==> config.mk <==
export PLATFORM = sky130hd
export DESIGN_NAME = onehot_decoder
export DESIGN_NICKNAME = d
export VERILOG_FILES = /design/src/rtl/onehot_decoder.sv
export SDC_FILE = /design/constraint.sdc
export NUM_CORES = 1
export LEC_CHECK = 0
export BUFFER_PORTS_ARGS = -buffer_cell sky130_fd_sc_hd__buf_4
export CAP_MARGIN = 20
export CORE_UTILIZATION = 60
export DETAILED_ROUTE_END_ITERATION = 12
export PLACE_DENSITY = 0.8
export REMOVE_ABC_BUFFERS = 1
export SLEW_MARGIN = 20
export SYNTH_ARGS = -nofsm -noshare
export SYNTH_HDL_FRONTEND = slang
export SYNTH_SLANG_ARGS = --single-unit
==> constraint.sdc <==
create_clock -name clk -period 4.15 [get_ports clk]
set_input_delay 0.6225 -clock clk [delete_from_list [all_inputs] [get_ports clk]]
set_output_delay 0.6225 -clock clk [all_outputs]
set_load 0.1 [all_outputs]
==> src/rtl/onehot_decoder.sv <==
// One-hot position decoder: collects a frame of position codes, expands each to a
// one-hot word in a small buffer, and checks the running sum against a reference.
module onehot_decoder #(
  parameter int N_WORDS = 8,
  parameter int WORD_W  = 16,
  parameter int CODE_W  = 5,
  localparam int ADDR_W = $clog2(N_WORDS)
) (
  input  logic              clk,
  input  logic              rst_n,
  input  logic              start,
  input  logic              in_valid,
  input  logic [CODE_W-1:0] in_code,
  output logic              in_ready,
  input  logic [7:0]        expected_sum,
  input  logic              PB,
  input  logic [ADDR_W-1:0] rd_addr,
  output logic [WORD_W-1:0] rd_word,
  output logic              out_valid,
  output logic [WORD_W-1:0] out_word,
  output logic [3:0]        err_cnt,
  output logic              done,
  output logic              match,
  output logic [7:0]        output_led
);

  typedef enum logic [1:0] {IDLE, COLLECT, CHECK, DONE} state_t;

  state_t            state, state_nxt;
  logic [ADDR_W-1:0] idx;
  logic [7:0]        sum;
  logic [WORD_W-1:0] buf_mem [N_WORDS];
  logic              accept;
  logic              frame_start;
  logic [WORD_W-1:0] word_dec;

  function automatic logic code_illegal(input logic [CODE_W-1:0] code);
    return int'(code) > WORD_W;
  endfunction

  function automatic logic [WORD_W-1:0] code_to_word(input logic [CODE_W-1:0] code);
    logic [WORD_W-1:0] w;
    w = '0;
    for (int i = 0; i < WORD_W; i++) begin
      if (int'(code) == i + 1) w[i] = 1'b1;
    end
    return w;
  endfunction

  // Empty and illegal codes both pull the sum down by one, matching the encoder.
  function automatic logic [7:0] next_sum(input logic [7:0] s, input logic [CODE_W-1:0] code);
    if (code != '0 && !code_illegal(code)) return s + 8'(code);
    return s - 8'd1;
  endfunction

  function automatic logic [3:0] sat_inc(input logic [3:0] cnt);
    return (cnt == 4'hF) ? cnt : cnt + 4'd1;
  endfunction

  function automatic logic [7:0] led_value(input logic [7:0] s, input logic pb);
    return pb ? s : {7'b0, ^s};
  endfunction

  assign accept      = in_valid && in_ready;
  assign frame_start = start && (state == IDLE || state == DONE);
  assign word_dec    = code_to_word(in_code);

  always_ff @(posedge clk or negedge rst_n) begin
    if (!rst_n) state <= IDLE;
    else        state <= state_nxt;
  end

  always_comb begin
    state_nxt = state;
    unique case (state)
      IDLE:    if (start) state_nxt = COLLECT;
      COLLECT: if (accept && idx == ADDR_W'(N_WORDS - 1)) state_nxt = CHECK;
      CHECK:   state_nxt = DONE;
      DONE:    if (start) state_nxt = COLLECT;
      default: state_nxt = IDLE;
    endcase
  end

  always_comb begin
    in_ready = (state == COLLECT);
    done     = (state == DONE);
  end

  always_ff @(posedge clk or negedge rst_n) begin
    if (!rst_n) begin
      idx        <= '0;
      sum        <= 8'h00;
      err_cnt    <= 4'd0;
      match      <= 1'b0;
      out_valid  <= 1'b0;
      out_word   <= '0;
      output_led <= 8'hFF;
    end else begin
      out_valid <= accept;
      if (frame_start) begin
        idx     <= '0;
        sum     <= 8'h00;
        err_cnt <= 4'd0;
        match   <= 1'b0;
      end
      if (accept) begin
        out_word <= word_dec;
        sum      <= next_sum(sum, in_code);
        idx      <= idx + 1'b1;
        if (code_illegal(in_code)) err_cnt <= sat_inc(err_cnt);
      end
      if (state == CHECK) match <= (sum == expected_sum);
      if (state == DONE) output_led <= led_value(sum, PB);
    end
  end

  // Readback sees the pre-write contents when the same entry is written this cycle.
  always_ff @(posedge clk or negedge rst_n) begin
    if (!rst_n) begin
      for (int i = 0; i < N_WORDS; i++) buf_mem[i] <= '0;
      rd_word <= '0;
    end else begin
      if (accept) buf_mem[idx] <= word_dec;
      rd_word <= buf_mem[rd_addr];
    end
  end

endmodule

# ---- Yosys cells after proc, flatten, opt, wreduce, memory -nomap -nowiden
# Cells that the tools add are included.
dict set report totals {
  reg_bits 187
  inputBits 21
  elab_cells 106
}
dict set report op_classes {
  addsub 4
  n_lt_le_gt_ge 4
  n_eq_ne 25
  n_mux 40
  bitwise 2
  n_reduce_logical 14
}
# cell n
set op_table {}
lappend op_table {{$bwmux W128} 1}
lappend op_table {{$bmux W16 S3} 1}
lappend op_table {{$demux W16 S3} 1}
lappend op_table {{$mux W16} 3}
lappend op_table {{$eq A5 B5 Y1 const B} 9}
lappend op_table {{$mux W8} 5}
lappend op_table {{$eq A5 B4 Y1 const B} 4}
lappend op_table {{$mux W1} 20}
lappend op_table {{$mux W4} 4}
lappend op_table {{$eq A5 B3 Y1 const B} 2}
lappend op_table {{$add A8 B5 Y8} 1}
lappend op_table {{$eq A8 B8 Y1} 1}
lappend op_table {{$ge A4 B4 Y1 const B} 2}
lappend op_table {{$not A3 Y4} 2}
lappend op_table {{$reduce_xor A8 Y1} 1}
lappend op_table {{$sub A8 B1 Y8 const B} 1}
lappend op_table {{$mux W3} 2}
lappend op_table {{$pmux W2 S3} 1}
lappend op_table {{$eq A5 B2 Y1 const B} 1}
lappend op_table {{$gt A5 B5 Y1 const B} 1}
lappend op_table {{$logic_and A1 B1 Y1} 5}
lappend op_table {{$reduce_bool A5 Y1} 1}
lappend op_table {{$add A4 B1 Y4 const B} 1}
lappend op_table {{$eq A2 B2 Y1 const B} 2}
lappend op_table {{other kinds (14)} 17}

# ---- Depth between registers and ports, before layout
# Gate-level depths: netlist of the first run.
dict set report depth {
  depth_word 7
  ltp_mapped 13
  ltp_nobuf 13
}

# ---- Worst setup path after synthesis of the first run
# Ideal clock, no wire load.
dict set report synth_timing {
  path_kind {input port to flip-flop}
  start {input in_code[1]}
  end {register sum[7]}
  t_arrival_ns 2.758
  slack_ns 1.265
  cell_stages 11
  path_buffers 0
  cell_sequence {nor2_1 > nand2_1 > ha_1 > or2_2 > ha_1 > a211oi_2 > o21ai_1 > o41ai_2 > xor2_1 > a21oi_1 > o22ai_1}
}
dict set report synth_between {
  elab_chain_len 7
  elab_cells_between_ends 10
  classes_between {1 x add/sub; 1 x order compare; 5 x mux; 3 x reduce/logical}
}
# element line_no
set synth_lines {}
lappend synth_lines {{start: declaration} 13} ;# input logic [CODE_W-1:0] in_code,
lappend synth_lines {{$gt A5 B5 Y1} 38} ;# return int'(code) > WORD_W;
lappend synth_lines {{$logic_not A1 Y1} 52} ;# if (code != '0 && !code_illegal(code)) return s + 8'(code);
lappend synth_lines {{$logic_and A1 B1 Y1} 52}
lappend synth_lines {{$mux W1} 52}
lappend synth_lines {{$mux W1} 106} ;# if (accept) begin
lappend synth_lines {{$mux W8 *} 53} ;# return s - 8'd1;
lappend synth_lines {{$mux W8 *} 106}
lappend synth_lines {{end signal: assignment} 108} ;# sum <= next_sum(sum, in_code);
lappend synth_lines {{end: declaration} 31} ;# logic [7:0] sum;
# Mark *: on every way between the ends. The rest lies on a longest branch, timed or not. The select of a mux whose other input is x is not followed.
# A chain may end at the register's enable or synchronous reset.

# ---- Worst setup path in the final report of the first run
# Same ends and word-level chain as after synthesis.

==> flow_metrics.env, run 1 <==
export IMPL_postLayoutSetupSlackWorst_ns=1.127
export IMPL_swShare_pct=36.45
export IMPL_grt_max_degree=107
export IMPL_cts_resized=0
export IMPL_place_ws_ns=0.8124
export IMPL_worstPathArrival_ns=3.36
export IMPL_internal_power_mw=3.508
export IMPL_use_met1_pct=37.90
export IMPL_overflow=0
export IMPL_cts_tree="built"
export IMPL_post_route_drc_count=0
export IMPL_cts_hold_buf=0
export IMPL_postSynthCellCount=737
export IMPL_whs_ns=0.2886
export IMPL_yosysSeqAreaShare_pct=56.22
export IMPL_hold_viol=0
export IMPL_grtUsageMet3_pct=5.894
export IMPL_final_nets=831
export IMPL_drv_cap=0
export IMPL_powerDensity_nw_per_um2=577.1
export IMPL_syn_area_per_cell_sq_um=11.32
export IMPL_path_clk_slew_ns=0.06
export IMPL_antenna_cells=0
export IMPL_cts_buffer_depth=2
export IMPL_grt_pass1_vias=6017
export IMPL_met2_usage_pct=45.58
export IMPL_min_period_ns=3.023
export IMPL_dp_cells=949
export IMPL_finalNonFillerCells=981
export IMPL_cts_buffers=17
export IMPL_slew_viol_final=0
export IMPL_power_frac_seq_pct=40.2
export IMPL_reg2reg_depth=8
export IMPL_die_h_um=119.9
export IMPL_netlist_area_sq_um=8342
export IMPL_vias=5851
export IMPL_gp_congestion=0.8386
export IMPL_io_pins=69
export IMPL_cts_root_buf="clkbuf_16"
export IMPL_critPathMaxFanout=8
export IMPL_insertion_delay_ns=0.42
export IMPL_dieWidth_um=119.9
export IMPL_top_usage_layer="met2"
export IMPL_synth_edff_count=0
export IMPL_post_cts_buffers=0
export IMPL_dp_hpwl_um=11670
export IMPL_wirelength_um=18480
export IMPL_antenna_found_initial=0
export IMPL_rsz0062_at_grt="false"
export IMPL_clkPwrFrac_pct=30.5
export IMPL_maxSlewHeadroom_pct=33.87
export IMPL_cp_required_ns=4.49
export IMPL_worstMarginPinSlew_ns=0.9890
export IMPL_grt_pass1_wl_um=30670
export IMPL_fin_tns_setup_ns=0
export IMPL_p_comb_share_pct=29.3
export IMPL_synthDistinctLibCells=46
export IMPL_switching_power_mw=2.012
export IMPL_fin_crit_sh_pct=72.85
export IMPL_synth_main_ff_cell="dfrtp_1"
export IMPL_max_clock_freq_mhz=330.8
export IMPL_viasPerCell=5.964
export IMPL_setup_viol=0
export IMPL_skew_ns=0.007629
export IMPL_start_util_pct=62.25
export IMPL_rows=42
export IMPL_core_area_sq_um=13400
export IMPL_cts_sinks=187
export IMPL_drt_pass1_iterations=5
export IMPL_peakVddDrop_uv=605.4
export IMPL_synthArstFlopShare_pct=100.0
export IMPL_postRouteAntennaNets=0
export IMPL_area_delta_synth_final_pct=14.67
export IMPL_end_kind="register"
export IMPL_dr_first_iter_drc_count=384
export IMPL_die_area_sq_um=14380
export IMPL_yosys_warnings=0
export IMPL_leakagePower_nw=4.541
export IMPL_critPathKind="input port to register"
export IMPL_wl_per_cell_um=18.83
export IMPL_synth_seq_cells=187
export IMPL_min_path_type="input port to async pin"
export IMPL_drive_gt1_share_pct=19.25
export IMPL_htreeDepth=4
export IMPL_io_buffers=68
export IMPL_startpoint_type="input port"
export IMPL_grt_util_all_layers_pct=28.24
export IMPL_status="complete, no violations"
-- power by group through the flow --
stage	combinational [mW]	sequential [mW]	clock (mW)
floorplan	0.701	2.73	0
global placement	1.56	2.23	0
detailed placement	1.61	2.25	0
CTS	1.62	2.22	1.69
global route	1.73	2.25	1.77
finish	1.62	2.22	1.68
-- cell usage after synthesis, types with 3 or more instances --
cell,instances,area [sq um]
a21oi_1,8,40.04
a22o_1,4,35.03
buf_1,4,15.01
buf_12,3,60.06
buf_2,3,15.01
clkbuf_1,29,108.9
dfrtp_1,179,4479
dfstp_2,8,210.2
ha_1,17,212.7
inv_1,21,78.83
mux2_2,23,259.0
mux4_1,27,709.4
mux4_2,5,112.6
nand2_1,164,615.6
nand3_1,15,75.07
nor2_1,12,45.04
nor2b_1,3,18.77
o21ai_0,75,375.4
o21ai_1,82,410.4
or2_2,4,25.02
xnor2_1,6,52.55
xor2_1,12,105.1
-- metal layers --
metal | vias to the layer above | routed length [um]
met5 | - | 0
met1 | 2918 | 7889
met2 | 204 | 9161
met3 | 35 | 1112
li1 | 2694 | -
met4 | 0 | 312
-- registers in the layout, summed over array words and instances, names as in the netlist, 2 cells and up --
| name | cells |
|---|---|
| buf_mem | 128 |
| out_word | 16 |
| rd_word | 16 |
| output_led | 8 |
| sum | 8 |
| err_cnt | 4 |
| idx | 3 |
| state | 2 |
-- cells in the final DEF (no fill, tap or decap), drive strengths merged, types with 3 or more instances in the layout --
cell / Yosys / final
clkinv: 0 / 4
a21oi: 8 / 8
nand3: 15 / 15
xnor2: 6 / 6
or2: 4 / 4
dfstp: 8 / 8
nand2: 164 / 164
a21boi: 3 / 3
a22o: 4 / 4
clkbuf: 30 / 22
bufinv: 0 / 3
dfrtp: 179 / 179
mux4: 32 / 32
o21ai: 157 / 157
inv: 22 / 23
nor2: 12 / 12
mux2: 25 / 25
nor2b: 3 / 3
nor3b: 3 / 3
buf: 12 / 78
xor2: 12 / 12
ha: 17 / 17
-- worst paths after layout --
path                                  to     startpoint  slack [ns]
hold / removal                rd_word[0]          rst_n        0.29
hold reg to reg            output_led[3]  output_led[3]        0.47
setup reg to reg             buf_mem[39]       state[1]        1.55
min in group clk           output_led[3]  output_led[3]        0.47
max in group asynchronous    rd_word[11]          rst_n        2.83
setup / recovery                  sum[7]     in_code[1]        1.13
-- area by class of cell --
| cell class | count | area, sq um |
|---|---|---|
| Sequential cell | 187 | 4690 |
| Fill cell | 930 | 3835 |
| Inverter | 22 | 82.58 |
| Tap cell | 176 | 220.2 |
| Multi-Input combinational cell | 486 | 3349 |
| Clock buffer | 22 | 484.2 |
| Timing Repair Buffer | 78 | 601.8 |
| Clock inverter | 10 | 137.6 |
-- stage by stage --
step / utilization, % / power, mW / cell area, sq um
2_1_floorplan: - / 3.430 / 8119
3_3_place_gp: 66.72 / 3.788 / 8941
3_5_place_dp: 66.72 / 3.856 / 8941
4_1_cts: 71.36 / 5.529 / 9563
5_1_grt: 71.38 / 5.747 / 9565
6_report: 71.38 / 5.520 / 9565
-- logic make-up after synthesis --
family          count (synthesis)  share of synthesized area, %
compound gates                181                         11.55
xor+xnor                       18                         1.890
fa+ha+maj                      18                         2.790
buf+inv                        64                         3.660
flops                         187                         56.22
mux                            57                         13.23
simple gates                  212                         10.66
-- worst max-delay path: stages --
cell,delay (ns)
buf_4,0.14
nor2_1,0.23
nand2_1,0.15
ha_1,0.39
or2_2,0.31
ha_1,0.33
o21ai_0,0.32
o21ai_1,0.14
o41ai_2,0.24
xor2_1,0.22
a21oi_1,0.09
o22ai_1,0.17
No activity file was read; power rests on OpenSTA's default activity.
==> run 2, diff against run 1 <==
Settings changed: CORE_UTILIZATION 60 to 54, PLACE_DENSITY 0.8 to 0.76.
Clock period 4.15 ns to 2.62 ns, I/O delays scaled along.
==> run 2 against run 1 <==
Effect of this change:
- the flow now finishes with violations (design-rule violations)
- first-iteration DRC count shrank 16%
- power grew 60%
- core utilization shrank 7.0 points
- global-route usage shrank 2.9 points
- sequential share of layout area shrank 0.90 points
- register-to-register slack lost 1.3 ns
==> flow_metrics.env, run 2 (synthesized netlist as in run 1, its figures left out) <==
export IMPL_largest_reg_flops=128
export IMPL_fin_crit_sh_pct=94.98
export IMPL_end_kind="register"
export IMPL_powerDensity_nw_per_um2=905.5
export IMPL_worstReg2RegEnd="buf_mem[100]"
export IMPL_min_path_type="input port to register"
export IMPL_drive_gt1_share_pct=20.83
export IMPL_drv_cap=0
export IMPL_cts_root_buf="clkbuf_16"
export IMPL_antenna_cells=0
export IMPL_cts_buffers=17
export IMPL_final_nets=847
export IMPL_path_cells="buf_4 > nor2_1 > nand2_1 > ha_1 > or2_2 > ha_1 > inv_1 > fa_1 > nor2b_1 > o21ai_1 > a21boi_2 > o21ai_1 > nor3b_2 > o31ai_1"
export IMPL_holdPathEnd="output_led[5]"
export IMPL_dr_first_iter_drc_count=321
export IMPL_core_area_sq_um=15150
export IMPL_antenna_found_initial=0
export IMPL_min_period_ns=2.488
export IMPL_max_clock_freq_mhz=401.9
export IMPL_reg2reg_depth=8
export IMPL_insertion_delay_ns=0.44
export IMPL_wirelength_um=18900
export IMPL_reg_top3="buf_mem (128), out_word (16), rd_word (16)"
export IMPL_area_delta_synth_final_pct=16.81
export IMPL_reg2reg_slack_ns=0.28
export IMPL_grt_pass1_wl_um=30750
export IMPL_hold_viol=0
export IMPL_cp_slowest_cell="fa_1"
export IMPL_grt_pass1_vias=6066
export IMPL_cp_required_ns=2.97
export IMPL_cts_sinks=187
export IMPL_worstMarginPinSlew_ns=0.5918
export IMPL_rows=45
export IMPL_die_h_um=126.3
export IMPL_final_common_cell="dfrtp_1"
export IMPL_start_util_pct=55.08
export IMPL_leakagePower_nw=4.623
export IMPL_grt_util_all_layers_pct=25.33
export IMPL_status="finished with violations"
export IMPL_vias=5918
export IMPL_placed_cell_area_sq_um=9106
export IMPL_grt_max_degree=55
export IMPL_cts_tree="built"
export IMPL_peakVddDrop_uv=830.7
export IMPL_overflow=0
export IMPL_skew_ns=0.008026
export IMPL_post_route_drc_count=2
export IMPL_largest_register="buf_mem"
export IMPL_setup_viol=0
export IMPL_wl_per_cell_um=18.73
export IMPL_path_clk_slew_ns=0.07
export IMPL_gp_congestion=0.7779
export IMPL_critPathMaxFanout=4
export IMPL_io_buffers=68
export IMPL_path_buf_inv=2
export IMPL_cpLargestDelayFamily="adder cells"
export IMPL_whs_path_depth=3
export IMPL_critPathKind="input port to register"
export IMPL_htreeDepth=4
export IMPL_drt_pass1_iterations=9
export IMPL_final_cell_area_sq_um=9744
export IMPL_dp_hpwl_um=11920
export IMPL_dieWidth_um=126.3
export IMPL_critical_path_max_stage_delay_ns=0.39
export IMPL_viasPerCell=5.865
export IMPL_maxSlewHeadroom_pct=60.55
export IMPL_startpoint_type="input port"
export IMPL_die_area_sq_um=15950
export IMPL_min_from="PB"
export IMPL_violations="design-rule violations"
export IMPL_io_pins=69
export IMPL_post_cts_buffers=0
export IMPL_final_util_pct=64.34
export IMPL_layout_common_cells="dfrtp_1 (179), nand2_1 (164), buf_4 (88)"
export IMPL_r2r_start="state[1]"
export IMPL_worstPathArrival_ns=2.84
export IMPL_postRouteAntennaNets=0
export IMPL_slew_viol_final=0
export IMPL_cts_buffer_depth=2
-- run 2: cell types whose count changed in the layout (fill, tap and decap cells not counted), moves of 2 or more --
cell | previous run | this run
buf_4 | 76 | 88
clkinv_2 | 3 | 0
clkbuf_8 | 4 | 6
clkinvlp_4 | 2 | 4
buf_12 | 1 | 4
-- run 2: tightest hold or removal path: stages --
cell and delay (ns):
buf_4 0.14, nand3_1 0.06, o21ai_0 0.07
-- run 2: cell type report --
cell class                 instances  area, sq um
sequential                       187         4690
clock inverter                     8        107.6
tap                              188        235.2
fill                            1160         5401
inverter                          22        82.58
multi-input combinational        486         3356
timing repair buffer              94        762.0
clock buffer                      24        511.7
-- run 2: worst max path at each step --
stage,cells after the start,endpoint,startpoint,slack [ns]
6_report,14,sum[6],in_code[1],0.13
5_1_grt,14,sum[6],in_code[1],-0.04
4_1_cts,12,sum[7],in_code[1],0.16
3_5_place_dp,12,sum[7],in_code[1],-0.28
3_3_place_gp,12,sum[7],in_code[1],-0.10
2_1_floorplan,6,buf_mem[31],state[1],-1.08
-- run 2: repair_timing --
item                       4_1_cts  5_1_grt
hold endpoints to repair        50        0
hold buffers                     1        0
setup endpoints to repair        0        2
gates resized for setup          0        3
-- run 2: layer usage --
metal  share of wire, %  track usage, %
met1                 42           32.34
met2                 50           42.96
met3                5.8           4.808
met4                1.8           10.13
met5                  0               0
-- run 2: report_power, final --
group          switching [mW]  total [mW]  internal (mW)
registers               0.275        3.51           3.24
clock network            1.07        2.64           1.56
logic                    1.89        2.67          0.788
total                    3.23        8.82           5.59
-- run 2: metrics by stage --
stage / setup TNS (ns) / worst slack (ns) / instances / hold slack, ns / power, mW
6_report: 0 / 0.1316 / 1009 / 0.2329 / 8.824
4_1_cts: 0 / 0.1644 / 1009 / 0.2242 / 8.852
3_3_place_gp: -0.1617 / -0.1034 / 976 / 0.3739 / 6.086
5_1_grt: -0.04178 / -0.04178 / 1009 / 0.2446 / 9.180
2_1_floorplan: -110.55 / -1.076 / 695 / 0.09741 / 5.433
3_5_place_dp: -0.6932 / -0.2756 / 976 / 0.3864 / 6.210
==> run 3, diff against run 2 <==
Settings changed: ABC_AREA set to 1.
==> run 3 against run 2 <==
Effect of this change:
- the run now ends clean
- sequential power up 10%
- first-iteration DRC count up 100%
- die area up 6.7%
- critical path type unchanged
==> flow_metrics.env, run 3 <==
export IMPL_status="complete, no violations"
export IMPL_io_pins=69
export IMPL_skew_ns=0.01320
export IMPL_cts_root_buf="clkbuf_16"
export IMPL_io_buffers=68
export IMPL_drive_gt1_share_pct=13.98
export IMPL_postRouteAntennaNets=0
export IMPL_cts_tree="built"
export IMPL_cp_required_ns=2.95
export IMPL_p_comb_share_pct=34.5
export IMPL_worstMarginPinSlew_ns=0.7049
export IMPL_cts_buffers=17
export IMPL_grt_pass1_wl_um=34440
export IMPL_top_layer_used="met4"
export IMPL_synth_largest_area_cell="dfrtp_1"
export IMPL_die_h_um=130.4
export IMPL_postSynthCellCount=1048
export IMPL_synth_edff_count=0
export IMPL_path_buf_inv=4
export IMPL_max_clock_freq_mhz=471.4
export IMPL_swShare_pct=39.72
export IMPL_setup_viol=0
export IMPL_worstPathArrival_ns=2.45
export IMPL_internal_power_mw=6.133
export IMPL_syn_area_per_cell_sq_um=8.499
export IMPL_route_met2_wl_um=9736
export IMPL_insertion_delay_ns=0.45
export IMPL_wl_per_cell_um=15.46
export IMPL_synthTopCellsByArea="dfrtp_1 (50%), nand2_1 (13%), o21ai_0 (8.2%), inv_1 (4.6%), a21oi_1 (4.2%)"
export IMPL_grt_util_all_layers_pct=26.92
export IMPL_gp_congestion=0.8663
export IMPL_wirelength_um=20700
export IMPL_cts_resized=0
export IMPL_cpLargestDelayFamily="adder cells"
export IMPL_dieWidth_um=130.4
export IMPL_cp_slowest_cell="fa_1"
export IMPL_maxSlewHeadroom_pct=52.83
export IMPL_critPathKind="input port to register"
export IMPL_hold_viol=0
export IMPL_drv_cap=0
export IMPL_area_delta_synth_final_pct=15.31
export IMPL_critPathMaxFanout=5
export IMPL_largest_register="buf_mem"
export IMPL_clkPwrFrac_pct=27.4
export IMPL_synthDistinctLibCells=37
export IMPL_largest_reg_flops=128
export IMPL_die_area_sq_um=17010
export IMPL_power_frac_seq_pct=38.1
export IMPL_core_area_sq_um=16000
export IMPL_path_cells="buf_4 > nor2_1 > nand2_1 > ha_1 > inv_1 > nand2_1 > ha_1 > inv_1 > fa_1 > inv_1 > nand3_1 > nand2_1 > nand3_1 > nand2_1 > nand2_1 > nand3_1 > nand2_1"
export IMPL_fin_tns_setup_ns=0
export IMPL_dr_first_iter_drc_count=643
export IMPL_post_synth_top_count_cell="nand2_1"
export IMPL_path_clk_slew_ns=0.07
export IMPL_synth_seq_cells=187
export IMPL_final_common_cell="nand2_1"
export IMPL_synthArstFlopShare_pct=100.0
export IMPL_multi_input_area_sq_um=3542
export IMPL_synthTopCellsByCount="nand2_1 (304), dfrtp_1 (179), o21ai_0 (146)"
export IMPL_cpMostUsedCell="nand2_1"
export IMPL_htreeDepth=4
export IMPL_rows=46
export IMPL_final_nets=1149
export IMPL_start_util_pct=55.67
export IMPL_power_mw=10.17
export IMPL_fin_crit_sh_pct=80.97
export IMPL_grt_max_degree=73
export IMPL_route_met3_wl_um=1408
export IMPL_min_period_ns=2.121
export IMPL_netlist_area_sq_um=8907
export IMPL_yosysSeqAreaShare_pct=52.65
export IMPL_viasPerCell=5.347
export IMPL_peakVddDrop_uv=939.4
export IMPL_post_route_drc_count=0
export IMPL_seqCellArea_sq_um=4690
export IMPL_cts_buffer_depth=2
export IMPL_cts_sinks=187
export IMPL_end_kind="register"
export IMPL_leakagePower_nw=5.300
export IMPL_grt_pass1_vias=6888
export IMPL_switching_power_mw=4.041
export IMPL_synth_main_ff_cell="dfrtp_1"
export IMPL_antenna_found_initial=0
export IMPL_layout_common_cells="nand2_1 (304), dfrtp_1 (179), o21ai_0 (146)"
export IMPL_powerDensity_nw_per_um2=990.6
export IMPL_slew_viol_final=0
export IMPL_dp_hpwl_um=13070
export IMPL_drt_pass1_iterations=6
export IMPL_vias=7160
export IMPL_yosys_warnings=0
export IMPL_startpoint_type="input port"
export IMPL_rsz0062_at_grt="false"
export IMPL_min_path_type="input port to register"
export IMPL_antenna_cells=0
export IMPL_overflow=0
export IMPL_critical_path_max_stage_delay_ns=0.40
export IMPL_fillers=1361
export IMPL_reg_top3="buf_mem (128), out_word (16), rd_word (16)"
export IMPL_synth_top_cell_area_share_pct=50.29
export IMPL_wirelength_met1_um=9138
## run 3: changes by cell type in the layout (fill, tap and decap cells not counted), sizes merged, moves of 19 or more
cell / previous run / this run
a21oi: 8 / 74
inv: 22 / 118
mux4: 32 / 0
nand2: 164 / 305
nand3: 15 / 34
nor2: 12 / 52
## run 3: area by class of cell
class | instances | area share [%]
Clock inverter | 12 | 1.803
Timing Repair Buffer | 89 | 6.712
Tap cell | 216 | 2.631
Clock buffer | 20 | 4.446
Inverter | 116 | 4.264
Sequential cell | 187 | 45.66
Multi-Input combinational cell | 699 | 34.49
## run 3: power groups by stage
stage                     clock network [mW]  registers [mW]  logic [mW]
after floorplan                            0            4.94        1.60
after global placement                     0            3.90        3.44
after detailed placement                   0            3.91        3.50
after CTS                               2.83            3.87        3.53
after global routing                    2.94            3.95        3.85
final                                   2.79            3.87        3.51
## run 3: worst min-delay path, delay by kind of cell
kind                   cells  cell delay (ns)
buffers and inverters      1             0.09
and+or+nand+nor            2             0.10
AOI/OAI and AO/OA          1             0.06
## run 3: logic make-up after synthesis
family | count (synthesis) | share of synthesized area (%)
AND/OR/NAND/NOR | 392 | 17.90
AO/OA/AOI/OAI | 253 | 14.88
flip-flops | 187 | 52.65
buffers and inverters | 162 | 7.585
multiplexers | 30 | 3.793
adder cells (fa/ha/maj) | 18 | 2.613
XOR/XNOR | 6 | 0.5900
## run 3: path summary, 6_finish.rpt
| check | cells after the start | from | slack (ns) | to |
|---|---|---|---|---|
| max in group asynchronous | 3 | rst_n | 1.31 | rd_word[0] |
| worst min-delay path | 4 | PB | 0.21 | output_led[0] |
| worst max register to register | 7 | state[1] | 0.58 | buf_mem[67] |
| worst max-delay path | 17 | in_code[1] | 0.50 | sum[6] |
| min in group asynchronous | 2 | rst_n | 0.53 | buf_mem[24] |
| worst min register to register | 2 | buf_mem[50] | 0.47 | buf_mem[50] |
## run 3: layer usage
layer / GRT usage, % / vias to the layer above
met5: 0 / -
met4: 9.533 / 0
met3: 6.922 / 31
met2: 43.24 / 228
met1: 35.56 / 3412
li1: - / 3489
## run 3: through the flow
step                      cells  hold slack [ns]  cell area [sq um]  worst slack (ns)  utilization [%]
after floorplan            1002          0.09741               8670           -0.2755                -
after global placement     1306           0.4460               9619            0.2011            60.12
after detailed placement   1306           0.4442               9619           0.09927            60.12
after CTS                  1339           0.1898              10270            0.5232            64.19
after global routing       1339           0.2161              10270            0.3750            64.19
final                      1339           0.2123              10270            0.4986            64.19
## run 3: what timing repair did
item | CTS | global route
setup buffers | 0 | 0
endpoints found under the hold margin | 67 | 0
endpoints found under the setup margin | 0 | 0
hold buffers | 1 | 0
